===== src/rtl/hex_digit_counter_if.sv =====
// hex_digit_counter_if: control inputs and digit/pulse outputs of the hex digit counter
interface hex_digit_counter_if;
  logic       enable;
  logic [1:0] speed;
  logic       up;
  logic       load;
  logic [3:0] load_val;
  logic [3:0] digit;
  logic       tick;
  logic       wrap;
  modport master (output enable, speed, up, load, load_val, input digit, tick, wrap);
  modport slave (input enable, speed, up, load, load_val, output digit, tick, wrap);
endinterface


===== src/rtl/hex_digit_counter.sv =====
// hex_digit_counter: rate-divided up/down hex digit with load, pause and cascade pulses
module hex_digit_counter #(
  parameter int TICK  = 50_000_000,
  parameter int DIV_W = 28
) (
  input logic                 CLOCK_50,
  input logic                 reset,
  hex_digit_counter_if.slave  bus
);
  logic [DIV_W-1:0] r_div;
  logic [1:0]       r_speed;
  logic [3:0]       r_digit;
  logic             r_tick;
  logic             r_wrap;
  logic [DIV_W-1:0] w_reload;
  logic             w_expire;
  logic             w_cross;
  logic [3:0]       w_next;
  // Divider reload for the requested step period, plus the step/wrap decision
  always_comb begin
    w_reload = bus.speed == 2'd0 ? '0 :
               bus.speed == 2'd1 ? DIV_W'(TICK - 1) :
               bus.speed == 2'd2 ? DIV_W'(2 * TICK - 1) : DIV_W'(4 * TICK - 1);
    w_expire = bus.enable && r_div == '0;
    w_cross  = bus.up ? r_digit == 4'hF : r_digit == 4'h0;
    w_next   = bus.up ? r_digit + 4'd1 : r_digit - 4'd1;
  end
  // Priority: reset, then load, then a speed change restarts the phase, else count
  always_ff @(posedge CLOCK_50) begin
    if (reset) begin
      r_digit <= '0;
      r_tick  <= 1'b0;
      r_wrap  <= 1'b0;
      r_div   <= w_reload;
      r_speed <= bus.speed;
    end else if (bus.load) begin
      r_digit <= bus.load_val;
      r_div   <= w_reload;
      r_tick  <= 1'b0;
      r_wrap  <= 1'b0;
    end else if (bus.speed != r_speed) begin
      r_div   <= w_reload;
      r_speed <= bus.speed;
      r_tick  <= 1'b0;
      r_wrap  <= 1'b0;
    end else begin
      r_tick <= w_expire;
      r_wrap <= w_expire && w_cross;
      if (w_expire) begin
        r_div   <= w_reload;
        r_digit <= w_next;
      end else if (bus.enable) begin
        r_div <= r_div - DIV_W'(1);
      end
    end
  end
  assign bus.digit = r_digit;
  assign bus.tick  = r_tick;
  assign bus.wrap  = r_wrap;
endmodule


===== src/flat_wrapper.sv =====
// flat-port wrapper written by rule: the top's interface ports become plain ports
module hex_digit_counter_flat 
#(
  parameter int TICK  = 50_000_000,
  parameter int DIV_W = 28
)
  (CLOCK_50, reset, bus_enable, bus_speed, bus_up, bus_load, bus_load_val, bus_digit, bus_tick, bus_wrap);
  hex_digit_counter_if bus_i ();
  input logic CLOCK_50;
  input logic reset;
  input wire logic [$bits(bus_i.enable)-1:0] bus_enable;
  input wire logic [$bits(bus_i.speed)-1:0] bus_speed;
  input wire logic [$bits(bus_i.up)-1:0] bus_up;
  input wire logic [$bits(bus_i.load)-1:0] bus_load;
  input wire logic [$bits(bus_i.load_val)-1:0] bus_load_val;
  output wire logic [$bits(bus_i.digit)-1:0] bus_digit;
  output wire logic [$bits(bus_i.tick)-1:0] bus_tick;
  output wire logic [$bits(bus_i.wrap)-1:0] bus_wrap;
  assign bus_i.enable = bus_enable;
  assign bus_i.speed = bus_speed;
  assign bus_i.up = bus_up;
  assign bus_i.load = bus_load;
  assign bus_i.load_val = bus_load_val;
  assign bus_digit = bus_i.digit;
  assign bus_tick = bus_i.tick;
  assign bus_wrap = bus_i.wrap;
  hex_digit_counter #(.TICK(TICK), .DIV_W(DIV_W)) u_core (.CLOCK_50(CLOCK_50), .reset(reset), .bus(bus_i));
endmodule

===== config.mk =====
export PLATFORM = sky130hd
export DESIGN_NAME = hex_digit_counter_flat
export DESIGN_NICKNAME = d
export VERILOG_FILES = /design/src/rtl/hex_digit_counter_if.sv /design/src/rtl/hex_digit_counter.sv /design/src/flat_wrapper.sv
export SDC_FILE = /design/constraint.sdc
export NUM_CORES = 1
export LEC_CHECK = 0
export BUFFER_PORTS_ARGS = -buffer_cell sky130_fd_sc_hd__buf_2
export CAP_MARGIN = 25
export CORE_ASPECT_RATIO = 1.5
export CORE_MARGIN = 2
export CORE_UTILIZATION = 41
export DETAILED_ROUTE_END_ITERATION = 10
export PLACE_DENSITY = 0.67
export SLEW_MARGIN = 20
export SYNTH_ARGS = -nofsm -noshare
export SYNTH_HDL_FRONTEND = slang
export SYNTH_SLANG_ARGS = --single-unit

===== constraint.sdc =====
create_clock -name CLOCK_50 -period 2.5 [get_ports CLOCK_50]
set_input_delay 0.5 -clock CLOCK_50 [delete_from_list [all_inputs] [get_ports CLOCK_50]]
set_output_delay 0.5 -clock CLOCK_50 [all_outputs]
set_load 0.03 [all_outputs]

# == After elaboration in Yosys (flattened, before gate mapping) ==
# Index checks and enable logic that the tools add are counted.
# Widths: inputs -> output; s select.
# classes
n_eq_ne,6
n_mux,16
n_reduce_logical,11
n_addsub,3
# op_table
operator,count
$mux 28,8
$logic_not 28->1,1
$sub 28x1->28 const B,1
$mux 4,4
$mux 2,3
$reduce_bool 5->1,1
$add 4x1->4 const B,1
$eq 4x4->1 const B,1
$logic_not 4->1,1
$ne 2x2->1 const B,2
$reduce_and 2->1,2
$reduce_bool 2->1,2
$sub 4x1->4 const B,1
$reduce_or 3->1,1
$eq 2x1->1 const B,1
$eq 2x2->1 const B,1
$logic_and 1x1->1,2
$logic_not 2->1,1
$ne 2x2->1,1
$mux 1,1
# word_totals
output_inout_bits,6
register_bits,36
wordCells,41

# == Depth between registers and ports, before layout ==
# Gate-level depths: netlist (run 1).
# logic_depth
depth_word,8
mapped_depth,8
depth_no_buf,7

# == Least setup slack after synthesis (run 1) ==
# No wires, ideal clock.
# synth_timing
path_type,reg2reg
startpoint,reg u_core.r_div[0]
endpoint,"reg u_core.r_div[16], data pin"
t_required_ps,2230
period_less_slack_ps,2081
path_stages_with_launch,9
t_arrival_ps,1810
setup_ps,270
path_buffers,1
path_slack_ps,419
path_cell_list,edfxtp_1 -> inv_1 -> ha_1 -> or4b_1 -> clkbuf_1 -> nor4_2 -> nand2_1 -> xor2_1 -> a21oi_1
# synth_between
elab_chain_len,6
elab_cells_between_ends,8
cone_classes,add/sub (1); mux (5); reduce/logical (2)
# synth_rtl
item,line,source
start: declaration,hex_digit_counter.sv:10,logic [DIV_W-1:0] r_div;
start signal: assignment,hex_digit_counter.sv:34,r_div <= w_reload;
start signal: assignment,hex_digit_counter.sv:38,r_div <= w_reload;
start signal: assignment,hex_digit_counter.sv:42,r_div <= w_reload;
$sub 28x1->28 or $logic_not 28->1 (tied branches),"hex_digit_counter.sv:53, hex_digit_counter.sv:24",
$mux 28 or $logic_and 1x1->1 (tied branches),"hex_digit_counter.sv:52, hex_digit_counter.sv:24",
$mux 28 (*),hex_digit_counter.sv:49,if (w_expire) begin
$mux 28 (*),hex_digit_counter.sv:41,end else if (bus.speed != r_speed) begin
$mux 28 (*),hex_digit_counter.sv:36,end else if (bus.load) begin
$mux 28 (*),hex_digit_counter.sv:30,if (reset) begin
# Mark *: on every way between the ends. The rest lies on a longest branch, timed or not. The select of a mux whose other input is x is not followed.
# A chain may end at the register's enable or synchronous reset.

# == Final worst setup path (run 1) ==
# layout_timing
startpoint,reg u_core.r_div[0]
endpoint,"reg u_core.r_div[12], data pin"
# The elaborated chain is that of the path after synthesis.

==> flow_metrics.py, run 1 <==
metrics = {
    "status": {
        "status": "complete, no violations",
    },
    "critical_path": {
        "crit_required_ps": 2550,
        "crit_path_start_kind": "flip-flop",
        "end_kind": "flip-flop",
        "path_class": "flip-flop to flip-flop",
        "crit_fanout": 9,
        "cp_cell_sequence": "inv_1, ha_1, or4b_1, nor2_1, nand2_1, xor2_1, a21oi_1",
        "cpPeakStageDelay_ps": 640,
        "worst-endpoint-arrival_ps": 2300,
        "cp_slowest_cell": "or4b_1",
        "regToRegSetupSlack_ps": 250,
    },
    "placed_design": {
        "portBuffers": 16,
        "place.gp.congestion": 0.839,
        "hpwl_um": 3100,
    },
    "clock_tree": {
        "cts.sinks": 36,
        "clk_pin_slew_ps": 80,
        "clockRootBuffer": "clkbuf_8",
        "cts_tree": "built",
        "cts_buffers": 5,
        "post_cts_buffers": 0,
        "cts_resized": 0,
        "clock_path_buffers": 2,
        "insertion_delay_ps": 290,
        "htreeDepth": 2,
        "ctsHoldBuffers": 0,
    },
    "route": {
        "routed.top_layer": "met4",
        "viasPerCell": 5.30,
        "wl_met1_um": 1830,
        "num_vias": 1606,
        "route.met2.wl_um": 2200,
        "drt-initial-drc-count": 42,
        "wl_per_cell_um": 14.0,
        "drt_wl_total_um": 4240,
        "first_pass_iters": 4,
        "wl_met3_um": 110,
        "antenna_left": 0,
        "drc": 0,
    },
    "timing": {
        "clock_skew_ps": 12.2,
        "slew_violations": 0,
        "finalSetupTns_ps": 0,
        "fin_crit_ps": 2250,
        "rsz0062_at_grt": "false",
        "period_share_pct": 90.1,
        "worst_slew_pin_slew_ps": 677,
        "hold_violations": 0,
        "fmax_mhz": 444,
        "setup_violations": 0,
        "slew-limit-headroom_pct": 54.9,
    },
    "die": {
        "die_h_um": 93.0,
        "ios": 17,
        "rows": 32,
        "die_w_um": 63.3,
        "die_area_um2": 5890,
        "coreArea_um2": 5120,
        "start_util_pct": 42.2,
    },
    "yosys": {
        "ys_seq_elements": 36,
        "synth.area.top_cells": "edfxtp_1, xnor2_1, a21oi_1, dfxtp_1, ha_1",
        "postSynthCellCount": 212,
        "synthDistinctLibCells": 36,
        "ys_warn_count": 0,
        "avgSynthCellArea_um2": 10.2,
        "async_flop_share_pct": 0,
        "synth_fp_nets": 233,
        "synth_area_leader_cell": "edfxtp_1",
        "synth_top_area_share_pct": 41.6,
        "synth-seq-area-share_pct": 47.2,
        "synth-edff-count": 30,
        "synth_top_flop_cell": "edfxtp_1",
        "netlist_area_um2": 2160,
    },
    "power": {
        "vdd_drop_max_v": 0.000377,
        "power_density_nw_per_um2": 579,
        "cellLeakagePower_nw": 0.862,
    },
    "global_routing": {
        "grt_pass1_wl_um": 6930,
        "grt_pass1_vias": 1483,
        "antenna_found_initial": 0,
        "grt_max_degree": 29,
        "grt_use_total_pct": 15.3,
        "overflow": 0,
    },
    "job": {
        "maxCapViolCount": 0,
    },
    "final_layout": {
        "drive_above_1_share_pct": 17.0,
        "fin_util_pct": 47.9,
        "syn2layout_area_growth_pct": 13.5,
        "n_fill_cell": 501,
        "diodes": 0,
        "nets": 255,
    },
    "worst_hold_path": {
        "hp-class": "input port to flip-flop",
    },
}
state kept, by name (all words and copies together) (netlist names):
| signal | count |
|---|---|
| u_core.bus.digit | 4 |
| u_core.bus.tick | 1 |
| u_core.bus.wrap | 1 |
| u_core.r_div | 28 |
| u_core.r_speed | 2 |
where the power goes:
part	internal (W)	leakage (nW)	switching, W
combinational	0.0000825	0.448	0.000104
clock	0.000256	0.0566	0.000222
sequential	0.000708	0.357	0.0000509
stage by stage:
stage               setup slack [ps]  std cells  cell area [um2]  hold WS, ps  total power, W
CTS                              225        303             2460          432         0.00144
floorplan                        419        212             2160          569        0.000898
global placement                 278        295             2350          533        0.000953
finish                           248        303             2460          438         0.00142
detailed placement               234        295             2350          547        0.000958
global route                    64.7        303             2460          451         0.00149
critical path, delay by kind of cell, from the launching register on:
family / cells / cell delay, ps
xor gates and xnor gates: 1 / 140
adders and majority gates: 1 / 220
buffers and inverters: 1 / 100
and+or+nand+nor: 3 / 1040
AOI/OAI and AO/OA: 1 / 90
DFF: 1 / 430
worst paths after layout:
check | cells past startpoint | to | from
hold / removal | 2 | u_core.bus.digit[2]$_SDFFE_PP0P_ | reset
setup / recovery | 7 | u_core.r_div[12]$_DFFE_PP_ | u_core.r_div[0]$_DFFE_PP_
setup reg to reg | 7 | u_core.r_div[12]$_DFFE_PP_ | u_core.r_div[0]$_DFFE_PP_
hold reg to reg | 2 | u_core.bus.digit[3]$_SDFFE_PP0P_ | u_core.bus.digit[3]$_SDFFE_PP0P_
placed cells by master (no fill, tap or decap), types with 2 or more instances in the layout:
| cell | synthesis | routed |
|---|---|---|
| edfxtp_1 | 30 | 30 |
| clkbuf_8 | 0 | 5 |
| buf_2 | 3 | 16 |
| or4_1 | 2 | 2 |
| or2_2 | 5 | 5 |
| xor2_1 | 4 | 4 |
| and2_1 | 2 | 2 |
| inv_1 | 6 | 6 |
| nand2_1 | 9 | 9 |
| nand3_1 | 4 | 4 |
| and4_1 | 3 | 3 |
| nor3_1 | 11 | 11 |
| ha_1 | 9 | 9 |
| a21oi_1 | 25 | 25 |
| nor2_1 | 24 | 24 |
| nor2b_1 | 3 | 3 |
| nor4_1 | 8 | 8 |
| or3_1 | 7 | 7 |
| xnor2_1 | 24 | 24 |
| dfxtp_1 | 6 | 6 |
| a31oi_1 | 3 | 2 |
| a211oi_1 | 3 | 3 |
| buf_4 | 0 | 6 |
| nand4_1 | 4 | 4 |
final cells by class:
| class | count | area, um2 | area share [%] |
|---|---|---|---|
| Timing Repair Buffer | 22 | 125 | 5.09 |
| Clock inverter | 2 | 11.3 | 0.458 |
| Inverter | 6 | 22.5 | 0.917 |
| Clock buffer | 6 | 93.8 | 3.82 |
| Sequential cell | 36 | 1020 | 41.6 |
| Multi-Input combinational cell | 163 | 1100 | 44.7 |
| Tap cell | 68 | 85.1 | 3.46 |
synthesized netlist by cell type (all sizes together), types with 4 or more instances:
cell and number:
edfxtp 30, a21oi 25, nor2 24, xnor2 24, nor3 13, nor4 10
ha 9, nand2 9, or3 7, dfxtp 6, inv 6, or2 5
clkbuf 4, nand3 4, nand4 4, xor2 4
logic make-up after synthesis:
group	after synthesis	synth area share [%]
flip-flops	36	47.2
buffers and inverters	13	2.43
XOR/XNOR	28	11.3
multiplexers	1	0.462
AO/OA/AOI/OAI	37	9.77
adder cells (fa/ha/maj)	10	6.13
AND/OR/NAND/NOR	87	22.7
layer usage:
metal  GRT usage (%)  up-vias
met5               0        -
met4            7.25        0
met3            3.25        9
met2            27.2       24
met1            17.1      754
li1                -      819
(Power assumes the default switching activity.)
==> run 2: changes to the inputs <==
BUFFER_PORTS_ARGS = -buffer_cell sky130_fd_sc_hd__buf_4   (was -buffer_cell sky130_fd_sc_hd__buf_2)
==> run 2 against run 1 <==
Against the previous run:
- maximum frequency shrank 2.5%
- cell count is the same
- non-clock buffer count did not move
- cell area up 0.61%
- sequential share of layout area fell by 0.25 points
- critical path depth did not move
- core utilization up 0.29 points
- combinational power up 4%
- critical path type unchanged
- highest routed layer unchanged
==> flow_metrics.py, run 2 (synthesis results as in run 1) <==
metrics = {
    "global_routing": {
        "grt_pass1_vias": 1633,
        "grt_pass1_wl_um": 7420,
        "grt_use_total_pct": 16.3,
        "overflow": 0,
        "antenna_found_initial": 0,
        "grt_max_degree": 29,
    },
    "final_layout": {
        "syn2layout_area_growth_pct": 14.2,
        "drive_above_1_share_pct": 15.7,
        "n_fill_cell": 532,
        "seqCellArea_um2": 1020,
        "nets": 255,
        "design_area_um2": 2470,
        "largest_register": "u_core.r_div",
        "final_cell_mix": "edfxtp_1, a21oi_1, nor2_1, xnor2_1, buf_4",
        "largest_reg_flops": 28,
        "stdcell_count": 303,
        "mostFrequentLayoutCell": "edfxtp_1",
        "diodes": 0,
        "multi_input_area_um2": 1100,
    },
    "timing": {
        "clock_skew_ps": 5.16,
        "finalSetupTns_ps": 0,
        "period_share_pct": 92.4,
        "slew-limit-headroom_pct": 54.2,
        "hold_violations": 0,
        "fin_crit_ps": 2310,
        "fmax_mhz": 433,
        "finalWorstSetupSlack_ps": 191,
        "worst_slew_pin_slew_ps": 688,
        "slew_violations": 0,
        "rsz0062_at_grt": "false",
        "setup_violations": 0,
    },
    "route": {
        "wl_met1_um": 1840,
        "antenna_left": 0,
        "drt-initial-drc-count": 59,
        "drc": 0,
        "viasPerCell": 5.43,
        "num_vias": 1646,
        "drt_wl_total_um": 4400,
        "first_pass_iters": 4,
        "wl_met3_um": 131,
        "routed.top_layer": "met4",
        "route.met2.wl_um": 2350,
        "wl_per_cell_um": 14.5,
    },
    "critical_path": {
        "crit_path_start_kind": "flip-flop",
        "crit_required_ps": 2540,
        "r2r_start": "u_core.r_div[0]$_DFFE_PP_",
        "end_kind": "flip-flop",
        "path_class": "flip-flop to flip-flop",
        "r2r_cells": 7,
        "critPathLaunch": "u_core.r_div[0]$_DFFE_PP_",
        "crit_fanout": 9,
        "worst-endpoint-arrival_ps": 2350,
    },
    "job": {
        "maxCapViolCount": 0,
    },
    "die": {
        "rows": 32,
        "start_util_pct": 42.2,
        "die_w_um": 63.3,
        "coreArea_um2": 5120,
        "ios": 17,
        "die_h_um": 93.0,
        "die_area_um2": 5890,
    },
    "worst_hold_path": {
        "hp-class": "input port to flip-flop",
        "hold_path_depth": 2,
        "min-delay-start": "reset",
    },
    "power": {
        "vdd_drop_max_v": 0.000356,
        "power_density_nw_per_um2": 550,
        "cellLeakagePower_nw": 0.855,
        "p_total_w": 0.00136,
    },
    "clock_tree": {
        "insertion_delay_ps": 290,
        "cts_buffers": 5,
        "cts_resized": 0,
        "post_cts_buffers": 0,
        "htreeDepth": 2,
        "clock_path_buffers": 2,
        "cts.sinks": 36,
        "ctsHoldBuffers": 0,
        "clockRootBuffer": "clkbuf_8",
        "clk_pin_slew_ps": 70,
        "cts_tree": "built",
    },
    "placed_design": {
        "place.gp.congestion": 0.860,
        "place_inst": 295,
        "placed_cell_area_um2": 2390,
        "portBuffers": 16,
        "hpwl_um": 3180,
        "place_worst_setup_slack_ps": 229,
    },
    "status": {
        "status": "complete, no violations",
    },
}
-- run 2: final timing paths --
kind                                                         end  slack [ps]
worst max-delay path                  u_core.r_div[12]$_DFFE_PP_         190
worst max register to register        u_core.r_div[12]$_DFFE_PP_         190
worst min-delay path            u_core.bus.digit[1]$_SDFFE_PP0P_         420
worst min register to register  u_core.bus.digit[3]$_SDFFE_PP0P_         550
-- run 2: layer usage --
layer	GRT usage, %	vias up
met5	0	-
met3	3.61	6
met1	18.0	796
li1	-	820
met2	29.5	24
met4	7.07	0
-- run 2: where the power goes --
group	leakage, nW	switching [W]	total (W)	internal (W)
clock	0.0395	0.000207	0.000405	0.000198
sequential	0.357	0.0000524	0.000760	0.000708
combinational	0.458	0.000105	0.000194	0.0000890
total	0.855	0.000364	0.00136	0.000995
-- run 2: area by class of cell --
cell class                 count  share of cell area, %
inverter                       6                  0.911
tap                           68                   3.44
multi-input combinational    163                   44.4
clock buffer                   8                   3.24
timing repair buffer          22                   6.68
sequential                    36                   41.3
-- run 2: metrics by stage --
| step | hold slack, ps | utilization, % |
|---|---|---|
| floorplan | 569 | - |
| global placement | 535 | 46.7 |
| detailed placement | 546 | 46.7 |
| CTS | 417 | 48.2 |
| global route | 417 | 48.2 |
| finish | 420 | 48.2 |
-- run 2: worst max-delay path, stage by stage (launching register included) --
cell and delay [ps]:
edfxtp_1 430, inv_1 100, ha_1 220, or4b_1 650, nor2_1 310, nand2_1 110
xor2_1 140, a21oi_1 80
==> run 3: changes to the inputs <==
clock period = 2.3 ns   (was 2.5 ns; I/O delays follow)
==> run 3 against run 2 <==
Against the previous run:
- power up 12%
- hold slack worse by 56 ps
- sequential share of layout area down 0.80 points
- register-to-register slack about the same
- core utilization up 0.95 points
- sequential power up 8.4%
- highest routed layer unchanged
- maximum frequency up 9.0%
- die area unchanged
- critical path depth down 1
- worst setup slack worse by 9.2 ps
- cell area up 2.0%
- first-iteration DRC count down 24%
==> flow_metrics.py, run 3 (synthesis results as in run 1) <==
metrics = {
    "status": {
        "status": "complete, no violations",
    },
    "critical_path": {
        "path_class": "flip-flop to flip-flop",
        "r2r_cells": 6,
        "r2r_start": "u_core.r_div[21]$_DFFE_PP_",
        "crit_path_start_kind": "flip-flop",
        "regToRegSetupSlack_ps": 180,
        "cp_cell_sequence": "or3_1, nor3_4, a31oi_2, buf_4, nor2_1, a21oi_1",
        "crit_required_ps": 2340,
        "critPathTopFamily": "simple AND/OR/NAND/NOR gates",
        "cpPeakStageDelay_ps": 480,
        "cp_slowest_cell": "or3_1",
        "r2r-end": "u_core.r_div[13]$_DFFE_PP_",
        "crit_buf_inv": 1,
        "crit_fanout": 10,
        "worst-endpoint-arrival_ps": 2160,
        "end_kind": "flip-flop",
    },
    "route": {
        "wl_per_cell_um": 14.4,
        "drt-initial-drc-count": 45,
        "viasPerCell": 5.34,
        "antenna_left": 0,
        "drc": 0,
        "drt_wl_total_um": 4410,
        "num_vias": 1634,
        "first_pass_iters": 4,
    },
    "timing": {
        "worst_slew_pin_slew_ps": 700,
        "rsz0062_at_grt": "false",
        "fin_crit_ps": 2120,
        "period_share_pct": 92.1,
        "clock_skew_ps": 11.3,
        "setup_violations": 0,
        "slew_violations": 0,
        "hold_ws_ps": 364,
        "slew-limit-headroom_pct": 53.3,
        "hold_violations": 0,
        "finalSetupTns_ps": 0,
        "fmax_mhz": 472,
    },
    "global_routing": {
        "grt_max_degree": 29,
        "antenna_found_initial": 0,
        "grt_pass1_vias": 1613,
        "grt_use_total_pct": 16.9,
        "overflow": 0,
        "grt_pass1_wl_um": 7700,
    },
    "placed_design": {
        "placed_cell_area_um2": 2410,
        "portBuffers": 16,
        "place.gp.congestion": 0.821,
        "hpwl_um": 3130,
    },
    "clock_tree": {
        "clockRootBuffer": "clkbuf_8",
        "clock_path_buffers": 2,
        "insertion_delay_ps": 300,
        "cts.sinks": 36,
        "cts_buffers": 5,
        "cts_tree": "built",
        "htreeDepth": 2,
        "clk_pin_slew_ps": 80,
        "post_cts_buffers": 0,
    },
    "worst_hold_path": {
        "min-delay-start": "reset",
        "hold_path_depth": 2,
        "hp-class": "input port to flip-flop",
        "hold_end": "u_core.bus.digit[2]$_SDFFE_PP0P_",
    },
    "final_layout": {
        "largest_reg_flops": 28,
        "mostFrequentLayoutCell": "edfxtp_1",
        "largest_register": "u_core.r_div",
        "diodes": 0,
        "final_cell_mix": "edfxtp_1, a21oi_1, buf_4",
        "drive_above_1_share_pct": 19.7,
        "nets": 258,
        "design_area_um2": 2520,
        "syn2layout_area_growth_pct": 16.4,
    },
    "die": {
        "coreArea_um2": 5120,
        "ios": 17,
        "die_h_um": 93.0,
        "die_area_um2": 5890,
        "die_w_um": 63.3,
        "start_util_pct": 42.2,
        "rows": 32,
    },
    "job": {
        "maxCapViolCount": 0,
    },
    "power": {
        "cellLeakagePower_nw": 0.882,
        "power_density_nw_per_um2": 605,
        "vdd_drop_max_v": 0.000413,
        "p_total_w": 0.00152,
    },
}
run 3: cell types whose count changed in the layout (fill, tap and decap cells not counted):
| cell | previous run | this run |
|---|---|---|
| nor2_1 | 24 | 23 |
| and4_1 | 3 | 2 |
| nor4_1 | 8 | 7 |
| or4b_4 | 0 | 1 |
| clkbuf_8 | 5 | 6 |
| buf_4 | 22 | 25 |
| nor4_2 | 1 | 2 |
| clkinv_2 | 0 | 2 |
| clkbuf_1 | 3 | 0 |
| or4b_1 | 1 | 0 |
| nor2_2 | 0 | 1 |
| and4_2 | 0 | 1 |
run 3: worst max-delay path by stage:
stage                                from                    endpoint  slack (ps)  cells past startpoint
2_1_floorplan   u_core.r_div[0]$_DFFE_PP_  u_core.r_div[16]$_DFFE_PP_         220                      8
3_3_place_gp    u_core.r_div[0]$_DFFE_PP_  u_core.r_div[12]$_DFFE_PP_         160                      7
3_5_place_dp    u_core.r_div[0]$_DFFE_PP_  u_core.r_div[16]$_DFFE_PP_          90                      7
4_1_cts         u_core.r_div[0]$_DFFE_PP_  u_core.r_div[12]$_DFFE_PP_          50                      7
5_1_grt         u_core.r_div[3]$_DFFE_PP_  u_core.r_div[20]$_DFFE_PP_          20                      6
6_report       u_core.r_div[21]$_DFFE_PP_  u_core.r_div[13]$_DFFE_PP_         180                      6
run 3: per-stage QoR:
| stage | instances | setup WS [ps] | utilization (%) |
|---|---|---|---|
| final | 306 | 181 | 49.2 |
| after global routing | 306 | 17.5 | 49.2 |
| after CTS | 306 | 47.3 | 48.9 |
| after detailed placement | 298 | 87.4 | 47.1 |
| after global placement | 298 | 164 | 47.1 |
| after floorplan | 212 | 219 | - |
run 3: repair_timing:
action	in CTS	in global routing
endpoints found under the hold margin	0	0
hold buffers	0	0
gates resized for setup	0	4
setup endpoints to repair	0	7
run 3: worst reg2reg max path, delay by kind of cell, from the launching register on:
kind | cells | cell delay (ps)
AO/OA/AOI/OAI | 2 | 300
flip-flops | 1 | 430
buffers and inverters | 1 | 220
AND/OR/NAND/NOR | 3 | 930
run 3: area by class of cell:
type | count | area (um2)
Clock buffer | 6 | 82.6
Clock inverter | 2 | 10.0
Fill cell | 519 | 2610
Inverter | 6 | 22.5
Multi-Input combinational cell | 163 | 1110
Sequential cell | 36 | 1020
Tap cell | 68 | 85.1
Timing Repair Buffer | 25 | 188
run 3: where the power goes:
group	switching (W)	total, W	leakage (nW)	internal [W]
Combinational	0.000114	0.000215	0.474	0.000101
Sequential	0.0000549	0.000824	0.357	0.000769
Clock	0.000246	0.000485	0.0510	0.000239
run 3: layer usage:
metal / vias to the layer above / wire, um / track usage, %
met2: 28 / 2260 / 28.8
li1: 827 / - / -
met3: 13 / 121 / 3.61
met1: 766 / 1870 / 19.5
met4: 0 / 159 / 9.78
met5: - / 0 / 0
